File: src/rtl/float_kulisch_pkg.sv
// rtl/float_kulisch_pkg.sv - shared types and width helpers for the float-to-Kulisch path
package float_kulisch_pkg;

    typedef enum logic [1:0] {ACCUM, DRAIN, OUTPUT} stateT;

    typedef enum logic [2:0] {ZERO, DENORM, NORMAL, INF, NAN} floatClassT;

    function automatic int accWidth(input int nonFrac, input int frac);
        return nonFrac + frac + 1;
    endfunction

    function automatic int expBias(input int expW);
        return (1 << (expW - 1)) - 1;
    endfunction

endpackage

File: src/rtl/float_kulisch_accumulate_if.sv
// rtl/float_kulisch_accumulate_if.sv - float input stream and Kulisch sum output bundle
interface float_kulisch_accumulate_if #(
    parameter int EXP   = 8,
    parameter int FRAC  = 23,
    parameter int ACC_W = 21
);
    logic             inValid;
    logic             inReady;
    logic             inSign;
    logic [EXP-1:0]   inExp;
    logic [FRAC-1:0]  inFrac;
    logic             flushReq;
    logic             outValid;
    logic             outReady;
    logic [ACC_W-1:0] outAcc;
    logic             outOverflow;
    logic             outInexact;
    logic             outNan;
    logic             outInf;

    modport master (
        output inValid, inSign, inExp, inFrac, flushReq, outReady,
        input  inReady, outValid, outAcc, outOverflow, outInexact, outNan, outInf
    );

    modport slave (
        input  inValid, inSign, inExp, inFrac, flushReq, outReady,
        output inReady, outValid, outAcc, outOverflow, outInexact, outNan, outInf
    );
endinterface

File: src/rtl/float_kulisch_align.sv
// rtl/float_kulisch_align.sv - exact alignment of a significand into Kulisch fixed point
module float_kulisch_align
    import float_kulisch_pkg::*;
#(
    parameter int EXP          = 8,
    parameter int FRAC         = 23,
    parameter int ACC_NON_FRAC = 10,
    parameter int ACC_FRAC     = 10,
    localparam int ACC_W       = accWidth(ACC_NON_FRAC, ACC_FRAC),
    localparam int SH_W        = EXP + 2
) (
    input  logic                   sign,
    input  floatClassT             fclass,
    input  logic [FRAC:0]          signif,
    input  logic signed [SH_W-1:0] shift,
    output logic [ACC_W-1:0]       aligned,
    output logic                   inexact,
    output logic                   overflow
);
    localparam int MAG_W = ACC_W - 1;
    localparam int SIG_W = FRAC + 1;
    localparam int BW    = MAG_W + 2 * SIG_W;

    // Significand sits above a SIG_W-bit guard field so right shifts keep every dropped bit visible.
    logic [BW-1:0]    wide;
    logic [MAG_W-1:0] mag;
    int               sh;

    always_comb begin
        wide     = '0;
        mag      = '0;
        inexact  = 1'b0;
        overflow = 1'b0;
        aligned  = '0;
        sh       = int'(shift);
        if (fclass == NORMAL || fclass == DENORM) begin
            wide[SIG_W +: SIG_W] = signif;
            if (sh >= MAG_W) begin
                overflow = |signif;
                wide     = '0;
            end else if (sh >= 0) begin
                wide = wide << unsigned'(sh);
            end else if (-sh > SIG_W) begin
                inexact = |signif;
                wide    = '0;
            end else begin
                wide = wide >> unsigned'(-sh);
            end
            inexact  = inexact | (|wide[SIG_W-1:0]);
            overflow = overflow | (|wide[BW-1:SIG_W+MAG_W]);
            mag      = wide[SIG_W +: MAG_W];
            if (!overflow) begin
                aligned = sign ? -{1'b0, mag} : {1'b0, mag};
            end
        end
    end
endmodule

File: src/rtl/float_kulisch_accumulate.sv
// rtl/float_kulisch_accumulate.sv - streaming float-to-Kulisch exact accumulator with flush
module float_kulisch_accumulate
    import float_kulisch_pkg::*;
#(
    parameter int EXP          = 8,
    parameter int FRAC         = 23,
    parameter int ACC_NON_FRAC = 10,
    parameter int ACC_FRAC     = 10
) (
    input logic clock,
    input logic reset,
    float_kulisch_accumulate_if.slave bus
);
    localparam int ACC_W = accWidth(ACC_NON_FRAC, ACC_FRAC);
    localparam int BIAS  = expBias(EXP);
    localparam int SH_W  = EXP + 2;

    stateT                   state;
    logic                    s1Valid, s1Sign;
    floatClassT              s1Class;
    logic [FRAC:0]           s1Signif;
    logic signed [SH_W-1:0]  s1Shift;
    logic                    s2Valid, s2Sign, s2Inexact, s2Ovf, s2Inf, s2Nan;
    logic [ACC_W-1:0]        s2Aligned;
    logic [ACC_W-1:0]        acc;
    logic                    ovfFlag, inexactFlag, nanFlag, infFlag, infSeen, infSign;

    logic                    expZero, expOnes, fracZero, accept;
    floatClassT              inClass;
    logic [EXP-1:0]          effExp;
    logic signed [SH_W-1:0]  inShift;
    logic [ACC_W-1:0]        alignOut, sum;
    logic                    alignInexact, alignOvf, addOvf;

    assign expZero  = ~|bus.inExp;
    assign expOnes  = &bus.inExp;
    assign fracZero = ~|bus.inFrac;
    assign accept   = bus.inValid && bus.inReady;
    assign effExp   = expZero ? EXP'(1) : bus.inExp;
    assign inShift  = SH_W'(int'(effExp) - BIAS + ACC_FRAC - FRAC);

    always_comb begin
        inClass = NORMAL;
        if (expZero) inClass = fracZero ? ZERO : DENORM;
        else if (expOnes) inClass = fracZero ? INF : NAN;
    end

    float_kulisch_align #(
        .EXP(EXP), .FRAC(FRAC), .ACC_NON_FRAC(ACC_NON_FRAC), .ACC_FRAC(ACC_FRAC)
    ) align (
        .sign(s1Sign), .fclass(s1Class), .signif(s1Signif), .shift(s1Shift),
        .aligned(alignOut), .inexact(alignInexact), .overflow(alignOvf)
    );

    assign sum    = acc + s2Aligned;
    assign addOvf = (acc[ACC_W-1] == s2Aligned[ACC_W-1]) && (sum[ACC_W-1] != acc[ACC_W-1]);

    assign bus.outAcc      = acc;
    assign bus.outOverflow = ovfFlag;
    assign bus.outInexact  = inexactFlag;
    assign bus.outNan      = nanFlag;
    assign bus.outInf      = infFlag;

    always_ff @(posedge clock or negedge reset) begin
        if (!reset) begin
            state        <= ACCUM;
            bus.inReady  <= 1'b1;
            bus.outValid <= 1'b0;
            s1Valid      <= 1'b0;
            s1Sign       <= 1'b0;
            s1Class      <= ZERO;
            s1Signif     <= '0;
            s1Shift      <= '0;
            s2Valid      <= 1'b0;
            s2Sign       <= 1'b0;
            s2Inexact    <= 1'b0;
            s2Ovf        <= 1'b0;
            s2Inf        <= 1'b0;
            s2Nan        <= 1'b0;
            s2Aligned    <= '0;
            acc          <= '0;
            ovfFlag      <= 1'b0;
            inexactFlag  <= 1'b0;
            nanFlag      <= 1'b0;
            infFlag      <= 1'b0;
            infSeen      <= 1'b0;
            infSign      <= 1'b0;
        end else begin
            s1Valid  <= accept;
            s1Sign   <= bus.inSign;
            s1Class  <= inClass;
            s1Signif <= {~expZero, bus.inFrac};
            s1Shift  <= inShift;

            s2Valid   <= s1Valid;
            s2Sign    <= s1Sign;
            s2Aligned <= alignOut;
            s2Inexact <= alignInexact;
            s2Ovf     <= alignOvf;
            s2Inf     <= s1Class == INF;
            s2Nan     <= s1Class == NAN;

            if (s2Valid) begin
                acc <= sum;
                if (s2Ovf || addOvf) ovfFlag <= 1'b1;
                if (s2Inexact) inexactFlag <= 1'b1;
                if (s2Nan) nanFlag <= 1'b1;
                if (s2Inf) begin
                    infFlag <= 1'b1;
                    infSeen <= 1'b1;
                    infSign <= s2Sign;
                    if (infSeen && infSign != s2Sign) nanFlag <= 1'b1;
                end
            end

            case (state)
                ACCUM: if (bus.flushReq) begin
                    state       <= DRAIN;
                    bus.inReady <= 1'b0;
                end
                // Once S1 is empty, whatever is in S2 lands in acc on this same edge.
                DRAIN: if (!s1Valid) begin
                    state        <= OUTPUT;
                    bus.outValid <= 1'b1;
                end
                OUTPUT: if (bus.outReady) begin
                    state        <= ACCUM;
                    bus.outValid <= 1'b0;
                    bus.inReady  <= 1'b1;
                    acc          <= '0;
                    ovfFlag      <= 1'b0;
                    inexactFlag  <= 1'b0;
                    nanFlag      <= 1'b0;
                    infFlag      <= 1'b0;
                    infSeen      <= 1'b0;
                    infSign      <= 1'b0;
                end
                default: state <= ACCUM;
            endcase
        end
    end
endmodule

File: src/flat_wrapper.sv
// flat-port wrapper written by rule: the top's interface ports become plain ports
module float_kulisch_accumulate_flat import float_kulisch_pkg::*;
#(
    parameter int EXP          = 8,
    parameter int FRAC         = 23,
    parameter int ACC_NON_FRAC = 10,
    parameter int ACC_FRAC     = 10
)
  (clock, reset, bus_inValid, bus_inSign, bus_inExp, bus_inFrac, bus_flushReq, bus_outReady, bus_inReady, bus_outValid, bus_outAcc, bus_outOverflow, bus_outInexact, bus_outNan, bus_outInf);
  float_kulisch_accumulate_if #(.EXP(EXP), .FRAC(FRAC)) bus_i ();
  input logic clock;
  input logic reset;
  input wire logic [$bits(bus_i.inValid)-1:0] bus_inValid;
  input wire logic [$bits(bus_i.inSign)-1:0] bus_inSign;
  input wire logic [$bits(bus_i.inExp)-1:0] bus_inExp;
  input wire logic [$bits(bus_i.inFrac)-1:0] bus_inFrac;
  input wire logic [$bits(bus_i.flushReq)-1:0] bus_flushReq;
  input wire logic [$bits(bus_i.outReady)-1:0] bus_outReady;
  output wire logic [$bits(bus_i.inReady)-1:0] bus_inReady;
  output wire logic [$bits(bus_i.outValid)-1:0] bus_outValid;
  output wire logic [$bits(bus_i.outAcc)-1:0] bus_outAcc;
  output wire logic [$bits(bus_i.outOverflow)-1:0] bus_outOverflow;
  output wire logic [$bits(bus_i.outInexact)-1:0] bus_outInexact;
  output wire logic [$bits(bus_i.outNan)-1:0] bus_outNan;
  output wire logic [$bits(bus_i.outInf)-1:0] bus_outInf;
  assign bus_i.inValid = bus_inValid;
  assign bus_i.inSign = bus_inSign;
  assign bus_i.inExp = bus_inExp;
  assign bus_i.inFrac = bus_inFrac;
  assign bus_i.flushReq = bus_flushReq;
  assign bus_i.outReady = bus_outReady;
  assign bus_inReady = bus_i.inReady;
  assign bus_outValid = bus_i.outValid;
  assign bus_outAcc = bus_i.outAcc;
  assign bus_outOverflow = bus_i.outOverflow;
  assign bus_outInexact = bus_i.outInexact;
  assign bus_outNan = bus_i.outNan;
  assign bus_outInf = bus_i.outInf;
  float_kulisch_accumulate #(.EXP(EXP), .FRAC(FRAC), .ACC_NON_FRAC(ACC_NON_FRAC), .ACC_FRAC(ACC_FRAC)) u_core (.clock(clock), .reset(reset), .bus(bus_i));
endmodule
File: config.mk
export PLATFORM = sky130hd
export DESIGN_NAME = float_kulisch_accumulate_flat
export DESIGN_NICKNAME = d
export VERILOG_FILES = /design/src/rtl/float_kulisch_pkg.sv /design/src/rtl/float_kulisch_accumulate_if.sv /design/src/rtl/float_kulisch_align.sv /design/src/rtl/float_kulisch_accumulate.sv /design/src/flat_wrapper.sv
export SDC_FILE = /design/constraint.sdc
export NUM_CORES = 1
export LEC_CHECK = 0
export CAP_MARGIN = 20
export CELL_PAD_IN_SITES_DETAIL_PLACEMENT = 1
export CELL_PAD_IN_SITES_GLOBAL_PLACEMENT = 2
export CORE_MARGIN = 1
export CORE_UTILIZATION = 34
export CTS_CLUSTER_DIAMETER = 120
export CTS_CLUSTER_SIZE = 25
export DETAILED_ROUTE_END_ITERATION = 8
export PLACE_DENSITY_LB_ADDON = 0.12
export SLEW_MARGIN = 20
export SYNTH_ARGS = -nofsm -noshare
export SYNTH_HDL_FRONTEND = slang
export SYNTH_SLANG_ARGS = --single-unit
File: constraint.sdc
create_clock -name clock -period 5 [get_ports clock]
set_input_delay 1.5 -clock clock [delete_from_list [all_inputs] [get_ports clock]]
set_output_delay 1.5 -clock clock [all_outputs]
set_load 0.01 [all_outputs]
---- After elaboration in Yosys (flattened, before gate mapping) ----
Index checks and enable logic that the tools add are counted.
storage, ports and cells
  bits in registers ....................... 97
  input port bits ......................... 37
  output and inout bits ................... 27
  word-level logic and storage cells ...... 123
cells by class
  $add $sub $neg .......................... 6
  order comparisons ....................... 3
  equal/unequal tests ..................... 12
  shift-type cells ........................ 2
  multiplexer cells ....................... 59
  bitwise gates (word level) .............. 2
  reductions and logical operators ........ 17
operators by type and width
  operator                                                                 count
  68-bit two-way mux                                                       4
  21-bit two-way mux                                                       6
  24-bit OR reduction                                                      3
  48-bit by 32-bit << shifter with 68-bit output                           1
  48-bit by 32-bit >> shifter with 68-bit output                           1
  1-bit two-way mux                                                        39
  32-bit by 6-bit > comparator with 1-bit output (second input constant)   1
  10-bit negation with 32-bit output                                       1
  23-bit OR reduction                                                      1
  21-bit adder                                                             1
  20-bit negation with 21-bit output                                       1
  10-bit by 5-bit adder with 10-bit output (second input constant)         1
  10-bit by 1-bit >= comparator with 1-bit output (second input constant)  1
  10-bit by 6-bit >= comparator with 1-bit output (second input constant)  1
  10-bit by 6-bit subtractor with 10-bit output (second input constant)    1
  3-bit two-way mux                                                        3
  3-bit AND reduction                                                      3
  8-bit by 7-bit subtractor with 9-bit output (second input constant)      1
  8-bit two-way mux                                                        1
  8-bit AND reduction                                                      1
  8-bit OR reduction                                                       1
  3-bit by 2-bit == test with 1-bit output (second input constant)         2
  2-bit two-way mux                                                        3
  2-bit inequality test (second input constant)                            3
  other kinds (13)                                                         20

---- Depth between registers and ports, before layout ----
Gate-level depths: netlist of run 1.
  depth in word-level cells ............... 10
  gate-level depth with buffers ........... 22
  gate-level depth less buffers ........... 17

---- Modules after synthesis ----
A second synthesis of run 1 with hierarchy kept.
second synthesis, totals
  cells, all modules ...................... 1,170
  area total of the unflattened synthesis .. 10,228.6 um^2
by module, submodules not included
  module                    instances  cells each  area each (um^2)  seq. area each (um^2)
  float_kulisch_align       1          788         5,900.7           0.0
  float_kulisch_accumulate  1          382         4,327.9           2,428.6

---- Worst setup path after synthesis of run 1 ----
OpenSTA, ideal clock, no wires.
  path type ............................... flip-flop to flip-flop
  start point ............................. register u_core.s1Shift[0]
  end point ............................... register u_core.s2Aligned[6]
  setup time .............................. 0.132 ns
  arrival ................................. 5.309 ns
  required time ........................... 4.868 ns
  slack ................................... -0.441 ns
  stages on the path, launching flop included .. 23
  path buffers ............................ 5
  clock period less this slack ............ 5.441 ns
  path through ............................ dfrtp_1 > buf_2 > buf_2 > inv_1 > clkbuf_1 > ha_1 > clkbuf_1 > nand2b_1 > or3_1 > ha_1 > or4b_2 > nor4_1 > o221ai_1 > buf_2 > nor3_1 > o311ai_0 > a31o_2 > ha_1 > o21ai_0 > nand2_1 > a41oi_1 > xor2_1 > nor2_1
between the ends
  cells in the longest elaborated chain, start to end .. 10
  elaborated cells between the ends (all ways) .. 18
  classes of those cells .................. 2 x add/sub; 3 x order compare; 2 x shift; 9 x mux; 1 x bitwise; 1 x reduce/logical
ends and longest elaborated chain
  element                                                                                                                  line                                                  RTL
  start: declaration                                                                                                       float_kulisch_accumulate.sv:22                        logic signed [SH_W-1:0] s1Shift;
  start signal: assignment                                                                                                 float_kulisch_accumulate.sv:93                        s1Shift <= inShift;
  10-bit negation with 32-bit output                                                                                       float_kulisch_align.sv:43, float_kulisch_align.sv:47
  32-bit by 6-bit > comparator with 1-bit output / 48-bit by 32-bit >> shifter with 68-bit output (equally long branches)  float_kulisch_align.sv:43, float_kulisch_align.sv:47
  68-bit two-way mux                                                                                                       float_kulisch_align.sv:43                             end else if (-sh > SIG_W) begin
  68-bit two-way mux                                                                                                       float_kulisch_align.sv:41                             end else if (sh >= 0) begin
  68-bit two-way mux                                                                                                       float_kulisch_align.sv:38                             if (sh >= MAG_W) begin
  68-bit two-way mux                                                                                                       float_kulisch_align.sv:36                             if (fclass == NORMAL || fclass == DENORM) begin
  20-bit negation with 21-bit output / 24-bit OR reduction (equally long branches)                                         float_kulisch_align.sv:53, float_kulisch_align.sv:50
  21-bit two-way mux / 1-bit bitwise OR (equally long branches)                                                            float_kulisch_align.sv:53, float_kulisch_align.sv:50
  21-bit two-way mux *                                                                                                     float_kulisch_align.sv:52                             if (!overflow) begin
  21-bit two-way mux *                                                                                                     float_kulisch_align.sv:36
  net u_core.align.aligned[6]                                                                                              float_kulisch_align.sv:16                             output logic [ACC_W-1:0] aligned,
  end signal: assignment                                                                                                   float_kulisch_accumulate.sv:97                        s2Aligned <= alignOut;
  end: declaration                                                                                                         float_kulisch_accumulate.sv:24                        logic [ACC_W-1:0] s2Aligned;
Mark *: on every way through the listed nets, which the timed path passes. The rest lies on a longest branch. The select of a mux whose other input is x is not followed.
A chain may end at the register's enable or synchronous reset.

---- Worst setup path after layout of run 1 ----
  start point ............................. register u_core.s1Shift[7]
  end point ............................... register u_core.s2Aligned[4]
Same word-level chain as after synthesis.

==> impl_metrics.toml, run 1 <==
[floorplan]
die_area_um2 = 28200
initial_core_util_pct = 34.7
design.core.area_um2 = 27000
std_cell_rows = 60
die_height_um = 168
ios = 64
dieWidth_um = 168

[synthesis]
synth_common_cells = "133 x nor2_1, 96 x dfrtp_1, 90 x nand2_1"
netlist-cell-type-count = 89
synth_top_flop_cell = "dfrtp_1"
synth-edff-count = 0
post_synth_main_area_contributors = "dfrtp_1 26%, mux4_2 8.4%, mux2i_1 6.5%, nor2_1 5.3%, ha_1 4.4%"
post-synth-top-area-fraction_pct = 25.7
synthDominantAreaCellType = "dfrtp_1"
synth_cells = 1100
post_synth_fa_ha_maj_area_fraction_pct = 4.63
avgSynthCellArea_um2 = 8.51
yosysWarnings = 0
synth_compound_gate_area_share_pct = 20.0
synth-xor-area-share_pct = 4.76
post_synth_mux_area_share_pct = 17.5
largest_family_of_logic_cells_by_synthesized_area = "simple AND/OR/NAND/NOR gates"
library_cell_with_the_highest_instance_count_after_synthesis = "nor2_1"
syn-num-nets = 1171
synthesis.area_um2 = 9360
async_reset_ff_share_pct = 100
ff_latch_count_synth = 97
synth.yosys.seq_area_share_pct = 26.0
synthSimpleGateAreaFrac_pct = 22.4

[routing]
vias = 8915
antenna_violating_nets_post_route = 0
drtIter0Drc = 694
detailedRoute.firstPassIterationCount = 5
drt-vias-per-instance = 6.03
wl_per_cell_um = 22.3
post-route-drc-count = 0
routed_wirelength_um = 33000

[global_routing]
track_usage_pct = 24.2
grt_first_pass_wirelength_um = 53200
grt_antenna_before_repair = 0
grt_pass1_vias = 9113
grt_start_max_net_pins = 87
grt.overflow.total = 0

[status]
run_status = "completed"

[clock_tree]
postCtsSetupRepairBufs = 0
cts.hold.buffers_added = 0
clock_tree.buffer_depth = 2
tritoncts_clock_tree = "done"
cts_num_sinks = 97
cts.repair.resized = 0
cts-buffers-inserted = 9
cts.htree.levels = 3
ctsRootBufferMaster = "clkbuf_16"
clk_pin_slew_worst_paths_ns = 0.07
clk_latency_ns = 0.36

[critical_path]
crit_type = "register to register"
setup.worst_path.end_class = "register"
r2r_slack_ns = 0.25
crit_start_category = "register"
crit_arrival_ns = 4.99
cp_max_fo = 21
worstPathRequired_ns = 5.24

[power]
power.ir.vdd_worst_mv = 0.138
powerDensity_nw_per_um2 = 297
power_leakage_nw = 4.32

[timing]
max_clock_freq_ghz = 0.210
hold_viol = 0
relSlewSlack_pct = 33.6
worst-slew-pin-transition_ns = 0.992
min_period_over_period_pct = 95.1
final-setup-viol-count = 0
fin_setup_tns_ns = 0
skew_ns = 0.0138
grt_setup_unrepaired = "false"
whs_ns = 0.406
period_needed_ns = 4.75
drv_slew = 0

[finish]
antenna_cells = 0
finish.utilization_pct = 39.8
finish.net_count = 1204
fillCellCount = 3151
share_of_cells_above_drive_strength_1_pct = 13.4
area_growth_syn_to_layout_pct = 14.5

[hold_path]
min_path_type = "register to register"

[placed_design]
io_buffer_count = 63
dp_hpwl_um = 25800
globalplace.congestion = 0.934

[job]
maxCapViolCount = 0
## cells by family (layout without fill, tap and decap cells)
family | Yosys count | count (layout)
AO/OA/AOI/OAI | 275 | 275
XOR/XNOR | 50 | 50
adder cells (fa/ha/maj) | 34 | 34
buffers and inverters | 109 | 147
flip-flops | 97 | 97
multiplexers | 117 | 117
AND/OR/NAND/NOR | 418 | 418
## layout make-up
class                   instances  area [µm²]  area share (%)
repair buffers                105         968            9.04
multi-input cells             894        6510            60.8
clock buffers                  10         229            2.14
clock inverters                 6        47.5           0.444
flip-flops and latches         97        2430            22.7
inverters                      26        97.6           0.911
well taps                     341         427            3.98
## state kept, by name, summed over array words and instances, names as in the netlist, 2 cells and up
signal and count:
u_core.s1Signif 24, u_core.s1Class 3, u_core.state 2, u_core.bus.outAcc 21, u_core.s1Shift 10, u_core.s2Aligned 21
## layout by cell type, fill, tap and decap left out, types with 15 or more instances in the layout
cell | Yosys | layout
a21oi_1 | 56 | 54
nor4_1 | 21 | 20
mux2i_1 | 61 | 61
a31oi_1 | 18 | 18
ha_1 | 33 | 33
nand3_1 | 29 | 29
inv_1 | 24 | 24
buf_4 | 1 | 41
xnor2_1 | 33 | 33
nand2_1 | 90 | 90
o21ai_0 | 46 | 46
mux2_2 | 21 | 21
dfrtp_1 | 96 | 94
clkdlybuf4s50_1 | 0 | 62
o21ai_1 | 16 | 15
nand4_1 | 15 | 15
xor2_1 | 16 | 16
nor3_1 | 26 | 25
mux4_2 | 35 | 35
nor2_1 | 133 | 133
nand2b_1 | 16 | 16
## per-layer routing
layer  track usage [%]  share of wire [%]  vias to the layer above
li1                  -                  -                     4169
met3              2.89                4.4                       48
met4              7.74                2.7                        0
met5                 0                  0                        -
met2              40.4                 47                      260
met1              32.6                 46                     4438
## power by group
group / switching, W / leakage, nW / total [W] / internal [W]
combinational: 0.000805 / 2.97 / 0.00145 / 0.000649
clock: 0.000329 / 0.134 / 0.000673 / 0.000343
sequential: 0.000136 / 1.22 / 0.00105 / 0.000915
total: 0.00127 / 4.32 / 0.00318 / 0.00191
## metrics by stage
step	worst slack [ns]	cell area, µm²	total power, W	cells
detailed placement	0.270	10400	0.00252	1463
global placement	0.372	10400	0.00250	1463
floorplan	0.0399	9370	0.00198	1100
finish	0.247	10700	0.00318	1479
global route	0.0281	10700	0.00340	1479
CTS	0.229	10700	0.00321	1479
## worst max-delay path: stages (launching register included)
cell and delay (ns):
dfrtp_1 0.45, nor3_1 0.29, nand2_1 0.19, or3_1 0.39
ha_1 0.28, or4b_2 0.60, nor4_2 0.35, o221a_4 0.37
nand3_1 0.27, nor2_1 0.30, o2111ai_1 0.24, a31oi_1 0.39
or3_1 0.17, buf_4 0.23, nor2_1 0.09
## final timing paths
check	from	to	cells after the start
worst min register to register	u_core.s1Valid	u_core.s2Valid	0
worst max register to register	u_core.s1Shift[7]	u_core.s2Aligned[4]	14
worst max-delay path	u_core.s1Shift[7]	u_core.s2Aligned[4]	14
max in group asynchronous	reset	u_core.bus.inReady	2
worst min-delay path	u_core.s1Valid	u_core.s2Valid	0
min in group asynchronous	reset	u_core.bus.outValid	1
Power figures use the tool's default switching activity.
==> inputs of run 2 (changes only) <==
SKIP_CTS_REPAIR_TIMING = 1   (was not set)
==> results of run 2 <==
The final DEF is identical to that of run 1; final timing and power are the same.
